$ cat config.mk
export PLATFORM = sky130hd
export DESIGN_NAME = down_timer
export DESIGN_NICKNAME = d
export VERILOG_FILES = /design/src/rtl/down_timer_pkg.sv /design/src/rtl/down_timer.sv
export SDC_FILE = /design/constraint.sdc
export NUM_CORES = 1
export LEC_CHECK = 0
export BUFFER_PORTS_ARGS = -buffer_cell sky130_fd_sc_hd__buf_2
export CAP_MARGIN = 25
export CORE_MARGIN = 5
export CORE_UTILIZATION = 48
export DETAILED_ROUTE_END_ITERATION = 6
export GPL_TIMING_DRIVEN = 0
export HOLD_SLACK_MARGIN = 0.08
export PLACE_DENSITY_LB_ADDON = 0.15
export SYNTH_ARGS = -nofsm -noshare
export SYNTH_HDL_FRONTEND = slang
export SYNTH_SLANG_ARGS = --single-unit
$ cat constraint.sdc
create_clock -name clock -period 2.8 [get_ports clock]
set_input_delay 0.14 -clock clock [delete_from_list [all_inputs] [get_ports clock]]
set_output_delay 0.14 -clock clock [all_outputs]
set_load 0.03 [all_outputs]
$ cat src/rtl/down_timer_pkg.sv
// down_timer_pkg: shared types and defaults for the down_timer block.
//   state_e     : timer FSM state with fixed encodings (IDLE=00, RUN=01, DONE=10)
//   DefaultSize : default count width in bits
package down_timer_pkg;

  localparam int unsigned DefaultSize = 8;

  typedef enum logic [1:0] {
    StIdle = 2'b00,
    StRun  = 2'b01,
    StDone = 2'b10
  } state_e;

endpackage

$ cat src/rtl/down_timer.sv
// down_timer: presettable down-counter/timer with terminal-count borrow pulse.
// Loads a preset, decrements once per non-inhibited clock in RUN, pulses borrowout on the
// 1 -> 0 step and either stops in DONE or reloads and keeps running (AUTORELOAD).
//
// Ports:
//   clock       in   rising-edge clock for all logic
//   reset       in   synchronous, active-low reset
//   clockinh    in   count inhibit; holds count and state while in RUN
//   load        in   capture loadvalue into count and reload register, go IDLE
//   loadvalue   in   preset value (SIZE bits)
//   start       in   begin counting from IDLE or DONE
//   countoutput out  current count (registered)
//   borrowout   out  one-cycle pulse on reaching terminal count (registered)
//   busy        out  high while in RUN (registered)
//   done        out  high while in DONE (registered)
module down_timer
  import down_timer_pkg::*;
#(
  parameter int unsigned SIZE       = DefaultSize,
  parameter bit          AUTORELOAD = 1'b0
) (
  input  logic            clock,
  input  logic            reset,
  input  logic            clockinh,
  input  logic            load,
  input  logic [SIZE-1:0] loadvalue,
  input  logic            start,
  output logic [SIZE-1:0] countoutput,
  output logic            borrowout,
  output logic            busy,
  output logic            done
);

  localparam logic [SIZE-1:0] One = {{(SIZE-1){1'b0}}, 1'b1};

  state_e          state_q, state_d;
  logic [SIZE-1:0] count_q, count_d;
  logic [SIZE-1:0] reload_q, reload_d;
  logic            borrow_q, borrow_d;
  logic            busy_q, busy_d;
  logic            done_q, done_d;

  always_comb begin
    state_d  = state_q;
    count_d  = count_q;
    reload_d = reload_q;
    borrow_d = 1'b0;

    if (load) begin
      // Load overrides everything below it, including a coincident start.
      count_d  = loadvalue;
      reload_d = loadvalue;
      state_d  = StIdle;
    end else begin
      unique case (state_q)
        StIdle: begin
          if (start) begin
            // A zero preset finishes immediately without a borrow.
            state_d = (count_q != '0) ? StRun : StDone;
          end
        end
        StRun: begin
          if (!clockinh) begin
            if (count_q <= One) begin
              // Terminal step; the <= also keeps an impossible zero count from wrapping.
              borrow_d = 1'b1;
              if (AUTORELOAD) begin
                count_d = reload_q;
              end else begin
                count_d = '0;
                state_d = StDone;
              end
            end else begin
              count_d = count_q - One;
            end
          end
        end
        StDone: begin
          count_d = '0;
          if (start && (reload_q != '0)) begin
            count_d = reload_q;
            state_d = StRun;
          end
        end
        default: begin
          state_d = StIdle;
        end
      endcase
    end

    busy_d = (state_d == StRun);
    done_d = (state_d == StDone);
  end

  always_ff @(posedge clock) begin
    if (!reset) begin
      state_q  <= StIdle;
      count_q  <= '0;
      reload_q <= '0;
      borrow_q <= 1'b0;
      busy_q   <= 1'b0;
      done_q   <= 1'b0;
    end else begin
      state_q  <= state_d;
      count_q  <= count_d;
      reload_q <= reload_d;
      borrow_q <= borrow_d;
      busy_q   <= busy_d;
      done_q   <= done_d;
    end
  end

  assign countoutput = count_q;
  assign borrowout   = borrow_q;
  assign busy        = busy_q;
  assign done        = done_q;

endmodule

==> results of run 1 <==
[critical path, cell delays in order, from the launching register on]
cell,delay (ps)
dfxtp_1,430
inv_1,100
ha_1,270
or2_2,340
nand3_1,240
nand3_1,120
a41oi_1,220
[cells by family after synthesis]
group | Yosys count
AOI/OAI and AO/OA | 32
xor gates and xnor gates | 1
adders and majority gates | 3
buffers and inverters | 9
DFF | 21
muxes | 6
and+or+nand+nor | 60
[flip-flops by register name (all words and copies together), names as in the netlist]
register / count
reload_q: 8
countoutput: 8
borrowout: 1
busy: 1
state_q: 2
done: 1
[stage by stage]
step           hold slack (ps)  instances  utilization [%]
3_3_place_gp               421        182             58.0
6_report                   107        186             59.2
4_1_cts                    108        186             59.2
2_1_floorplan              310        132                -
3_5_place_dp               427        182             58.0
5_1_grt                    105        186             59.2
[layer usage]
metal,vias to the layer above,global-route usage [%]
li1,556,-
met5,-,0
met3,4,2.83
met1,516,24.1
met2,62,29.8
met4,0,4.85
[worst max-delay path by stage]
stage | from | end | slack [ps] | cells after the start
global placement | countoutput[0] | done | 1040 | 6
global route | countoutput[0] | countoutput[1] | 790 | 6
finish | countoutput[0] | countoutput[0] | 1010 | 6
floorplan | countoutput[0] | done | 960 | 6
detailed placement | countoutput[0] | state_q[1] | 1050 | 6
CTS | countoutput[0] | state_q[1] | 1010 | 6
[report_power, final]
group          leakage (uW)  switching [uW]  total [uW]  internal [uW]
Sequential         0.000173            24.5         345            320
Combinational      0.000386             129         212           82.6
Clock             0.0000150            94.2         150           55.6
[final cells by class]
type	instances	area share [%]
tap	28	2.62
inverter	4	1.12
clock buffer	4	1.97
sequential	21	31.5
timing repair buffer	22	8.25
multi-input combinational	102	52.9
buffer	5	1.69
[cell usage after synthesis (2+ instances only)]
| library cell | instances |
|---|---|
| dfxtp_1 | 21 |
| nand2_1 | 10 |
| nor2_1 | 10 |
| nand3_1 | 9 |
| nor2b_1 | 8 |
| mux2i_1 | 6 |
| inv_1 | 4 |
| nor3_1 | 4 |
| o21ai_0 | 4 |
| a22o_1 | 3 |
| a41oi_1 | 3 |
| buf_2 | 3 |
| ha_1 | 3 |
| o22ai_1 | 3 |
| a21boi_0 | 2 |
| a222oi_1 | 2 |
| a31oi_1 | 2 |
| and3_1 | 2 |
| clkbuf_1 | 2 |
| o21ai_1 | 2 |
| or3_1 | 2 |
==> out/results.tsv, run 1 <==
stage	metric	value	unit
global_route	antenna_found_initial	0	
min_path	hold_path.class	input pin to flip-flop	
synth	synthDistinctLibCells	48	
synth	synth_fa_ha_area_share	3.23	%
drt	wire_per_inst	15.6	um
floorplanning	num_rows	17	
clocking	cts_buffers	3	
layout	final_nets	175	
layout	multiInputGateArea	706	um^2
clocking	clock_latency	300	ps
clocking	clockBufferDepth	2	
synth	yosysTopAreaCell	dfxtp_1	
clocking	root_buffer	clkbuf_4	
synth	synthMuxAreaShare	5.16	%
drt	drtAntennaViolNets	0	
power_and_ir_drop	power_density	529	nW/um^2
drt	met3_length	269	um
worst_setup_path	arrival	2030	ps
clocking	holdBufCountCts	0	
synth	ys_warn_count	0	
worst_setup_path	r2r_slack	1010	ps
worst_setup_path	crit_type	flip-flop to flip-flop	
timing	slew_viol_final	0	
global_route	track_usage	18.0	%
drt	drc	0	
timing	fin_tns_setup	0	ps
synth	synth-xor-area-share	0.753	%
floorplanning	die_area	3510	um^2
drt	avgViaCountPerCell	6.12	
synth	synth_edf_count	0	
min_path	worstHoldStart	loadvalue[5]	
placement	hpwl	2.24	mm
synth	syn_inst	132	
layout	areaGrowthSynthToFinish	14.7	%
worst_setup_path	cp.required	3030	ps
drt	wl_met1	1.28	mm
clocking	cts_num_sinks	21	
clocking	cts_resized	0	
placement	io_buffers	22	
synth	synth-compound-area-share	22.2	%
min_path	whs_path_depth	3	
drt	top_layer_used	met4	
synth	synth_area	1160	um^2
floorplanning	io_pins	24	
timing	worst_slew_pin_slew	516	ps
synth	netlist.area_leader.share	36.1	%
drt	first_iter_violations	52	
timing	rsz0062_at_grt	no	
global_route	gr-total-overflow	0	
synth	synthTopCellsByArea	dfxtp_1, mux2i_1, nor2b_1	
layout	final_common_cell	buf_2	
layout	num_antenna_cells	0	
min_path	hold_end	reload_q[5]	
synth	yosysSeqAreaShare	36.1	%
timing	hold_viol_final	0	
layout	layout_common_cells	buf_2, dfxtp_1, nor2_1, nand2_1, nand3_1	
timing	min_period_over_period	64.0	%
timing	setup_viol	0	
drt	wl	2.90	mm
drt	via_count	1138	
placement	dpl_worst_slack	1050	ps
clocking	cts_setup_buffers	0	
floorplanning	die_height	59.2	um
global_route	grt_max_degree	12	
job	cap_violations	0	
placement	gp_congestion	0.908	
timing	setup_ws	1010	ps
worst_setup_path	r2r_end	countoutput[0]	
synth	ys_ff_latch	21	
drt	dr_wl_met2	1.32	mm
worst_setup_path	setup.worst_path.end_class	flip-flop	
synth	synth_top_family_by_area	simple AND/OR/NAND/NOR gates	
power_and_ir_drop	power.leakage	0.000574	uW
synth	yosys.area_share.simple	29.4	%
floorplanning	die_x	59.2	um
drt	first_pass_iters	5	
worst_setup_path	crit_fanout	6	
worst_setup_path	cp-start-kind	flip-flop	
timing	slew_headroom	65.5	%
placement	dpl-instance-area	1310	um^2
floorplanning	start_util	51.6	%
timing	fmax	558	MHz
timing	period_minus_slack	1790	ps
timing	fin_skew	1.37	ps
floorplanning	placeableCoreArea	2250	um^2
worst_setup_path	r2r-start	countoutput[0]	
clocking	cts_tree	done	
synth	dominantRegCellSynth	dfxtp_1	
layout	n_fill_cell	228	
layout	ff_latch_area	420	um^2
clocking	htree_levels	1	
run_status	status	completed	
worst_setup_path	reg2reg_depth	6	
layout	fin_area	1340	um^2
synth	avgSynthCellArea	8.82	um^2
global_route	grt_pass1_wl	4.92	mm
clocking	clk_pin_slew	120	ps
synth	syn-num-nets	148	
layout	drive_gt1_share	22.2	%
power_and_ir_drop	vdd_drop_max	0.295	mV
power_and_ir_drop	p_total	706	uW
global_route	grt_pass1_vias	1072	
synth	async_reset_ff_share	0	%
Power figures use the tool's default switching activity.
==> run 2, diff against run 1 <==
==> constraint.sdc (replaced) <==
create_clock -name clock -period 1.4 [get_ports clock]
set_input_delay 0.07 -clock clock [delete_from_list [all_inputs] [get_ports clock]]
set_output_delay 0.07 -clock clock [all_outputs]
set_load 0.03 [all_outputs]
==> run 2 against run 1 <==
The run now ends with setup timing left. Cell count is 9.7% higher. Via count is 9.1% higher. Register-to-register slack worse by 1200 ps. Clock skew is 5.1 ps higher. Worst setup slack worse by 1200 ps. Core utilization is 14 points higher. Cell area is 23% higher. Count of clock-buffer cells in the layout stayed put. Maximum frequency is 12% higher. Sequential share of layout area is 4.6 points lower. Critical endpoint is now countoutput[7]. Largest power group unchanged. Highest routed layer unchanged.
==> out/results.tsv, run 2 (synthesized netlist as in run 1, its figures left out) <==
stage	metric	value	unit
layout	final_common_cell	buf_2	
clocking	root_buffer	clkbuf_4	
timing	slew_viol_final	0	
global_route	gr-total-overflow	0	
global_route	antenna_found_initial	0	
timing	fin_skew	6.45	ps
floorplanning	die_area	3510	um^2
job	cap_violations	0	
placement	dpl_worst_slack	-236	ps
timing	fin_hold_ws	127	ps
power_and_ir_drop	intPower	1000	uW
placement	hpwl	2.36	mm
clocking	cts_tree	done	
layout	layout_common_cells	buf_2, dfxtp_1, buf_4, nand2_1	
floorplanning	placeableCoreArea	2250	um^2
floorplanning	start_util	51.6	%
power_and_ir_drop	combPwrFrac	35.8	%
timing	setup_ws	-201	ps
clocking	clock_latency	310	ps
drt	avgViaCountPerCell	6.09	
placement	io_buffers	22	
drt	first_iter_violations	50	
layout	final_nets	193	
timing	period_minus_slack	1600	ps
layout	drive_gt1_share	41.5	%
power_and_ir_drop	vdd_drop_max	0.590	mV
timing	rsz0062_at_grt	yes	
worst_setup_path	crit_fanout	2	
drt	wl	3.48	mm
floorplanning	io_pins	24	
timing	slew_headroom	69.7	%
placement	gp_congestion	0.985	
clocking	htree_levels	1	
power_and_ir_drop	p_seq_share	44.9	%
global_route	track_usage	20.2	%
timing	min_period_over_period	114	%
min_path	hold_path.class	input pin to flip-flop	
drt	first_pass_iters	7	
drt	via_count	1242	
layout	multiInputGateArea	831	um^2
layout	areaGrowthSynthToFinish	41.3	%
clocking	clk_pin_slew	120	ps
drt	wire_per_inst	17.0	um
worst_setup_path	cp-start-kind	flip-flop	
clocking	clockBufferDepth	2	
run_status	failed_checks	setup timing	
power_and_ir_drop	power_density	950	nW/um^2
drt	drtAntennaViolNets	0	
clocking	cts_buffers	3	
layout	ff_latch_area	442	um^2
worst_setup_path	crit_type	flip-flop to flip-flop	
global_route	grt_pass1_wl	5.38	mm
timing	worst_slew_pin_slew	450	ps
global_route	grt_max_degree	12	
layout	num_antenna_cells	0	
power_and_ir_drop	p_switching	558	uW
floorplanning	die_x	59.2	um
floorplanning	num_rows	17	
timing	setup_viol	10	
power_and_ir_drop	power.leakage	0.000680	uW
timing	fmax	624	MHz
clocking	cts_num_sinks	21	
worst_setup_path	cp.required	1600	ps
power_and_ir_drop	p_clk_share	19.3	%
timing	hold_viol_final	0	
global_route	grt_pass1_vias	1176	
worst_setup_path	arrival	1800	ps
run_status	status	complete, but fails checks	
worst_setup_path	setup.worst_path.end_class	flip-flop	
floorplanning	die_height	59.2	um
drt	drc	0	
power_and_ir_drop	p_sw_share	35.7	%
layout	n_fill_cell	183	
[run 2: critical path, stage by stage, from the launching register on]
cell and delay, ps:
dfxtp_2 340, or4_4 540, o211a_4 270, o311ai_2 200
o21ai_1 130
[run 2: area by class of cell]
type / instances / area share (%)
flip-flops and latches: 21 / 26.9
plain buffers: 5 / 1.52
inverters: 4 / 1.22
repair buffers: 40 / 16.1
clock buffers: 4 / 1.60
well taps: 28 / 2.13
multi-input cells: 102 / 50.5
[run 2: metrics by stage]
stage | utilization [%] | power (uW) | instances | instance area, um^2 | setup TNS [ps]
final | 72.9 | 1560 | 204 | 1640 | -864
after floorplan | - | 1030 | 132 | 1210 | -274
after CTS | 68.5 | 1510 | 199 | 1550 | -695
after global routing | 72.9 | 1640 | 204 | 1640 | -1590
after global placement | 60.1 | 1150 | 182 | 1360 | -1250
after detailed placement | 60.1 | 1160 | 182 | 1360 | -1510
[run 2: worst paths after layout]
kind / start / end / slack (ps) / cells past startpoint
worst min register to register: reload_q[1] / reload_q[1] / 500 / 2
worst max register to register: reload_q[3] / countoutput[7] / -200 / 4
worst min-delay path: clockinh / borrowout / 130 / 3
worst max-delay path: reload_q[3] / countoutput[7] / -200 / 4
[run 2: repair_timing]
action,in CTS,in global routing
setup endpoints to repair,12,12
pin swaps,3,4
endpoints found under the hold margin,8,1
setup buffers,6,4
resized for setup,13,13
hold buffers,7,1
[run 2: power groups by stage]
stage | Clock, uW | Sequential, uW | Combinational, uW
2_1_floorplan | 0 | 750 | 282
3_3_place_gp | 0 | 708 | 444
3_5_place_dp | 0 | 710 | 446
4_1_cts | 309 | 696 | 504
5_1_grt | 329 | 707 | 606
6_report | 302 | 701 | 559
[run 2: layer usage]
metal	global-route usage [%]	share of wire [%]	vias to the layer above
li1	-	-	596
met1	25.1	42	589
met2	34.9	49	45
met3	2.61	5.9	12
met4	8.09	2.8	0
met5	0	0	-
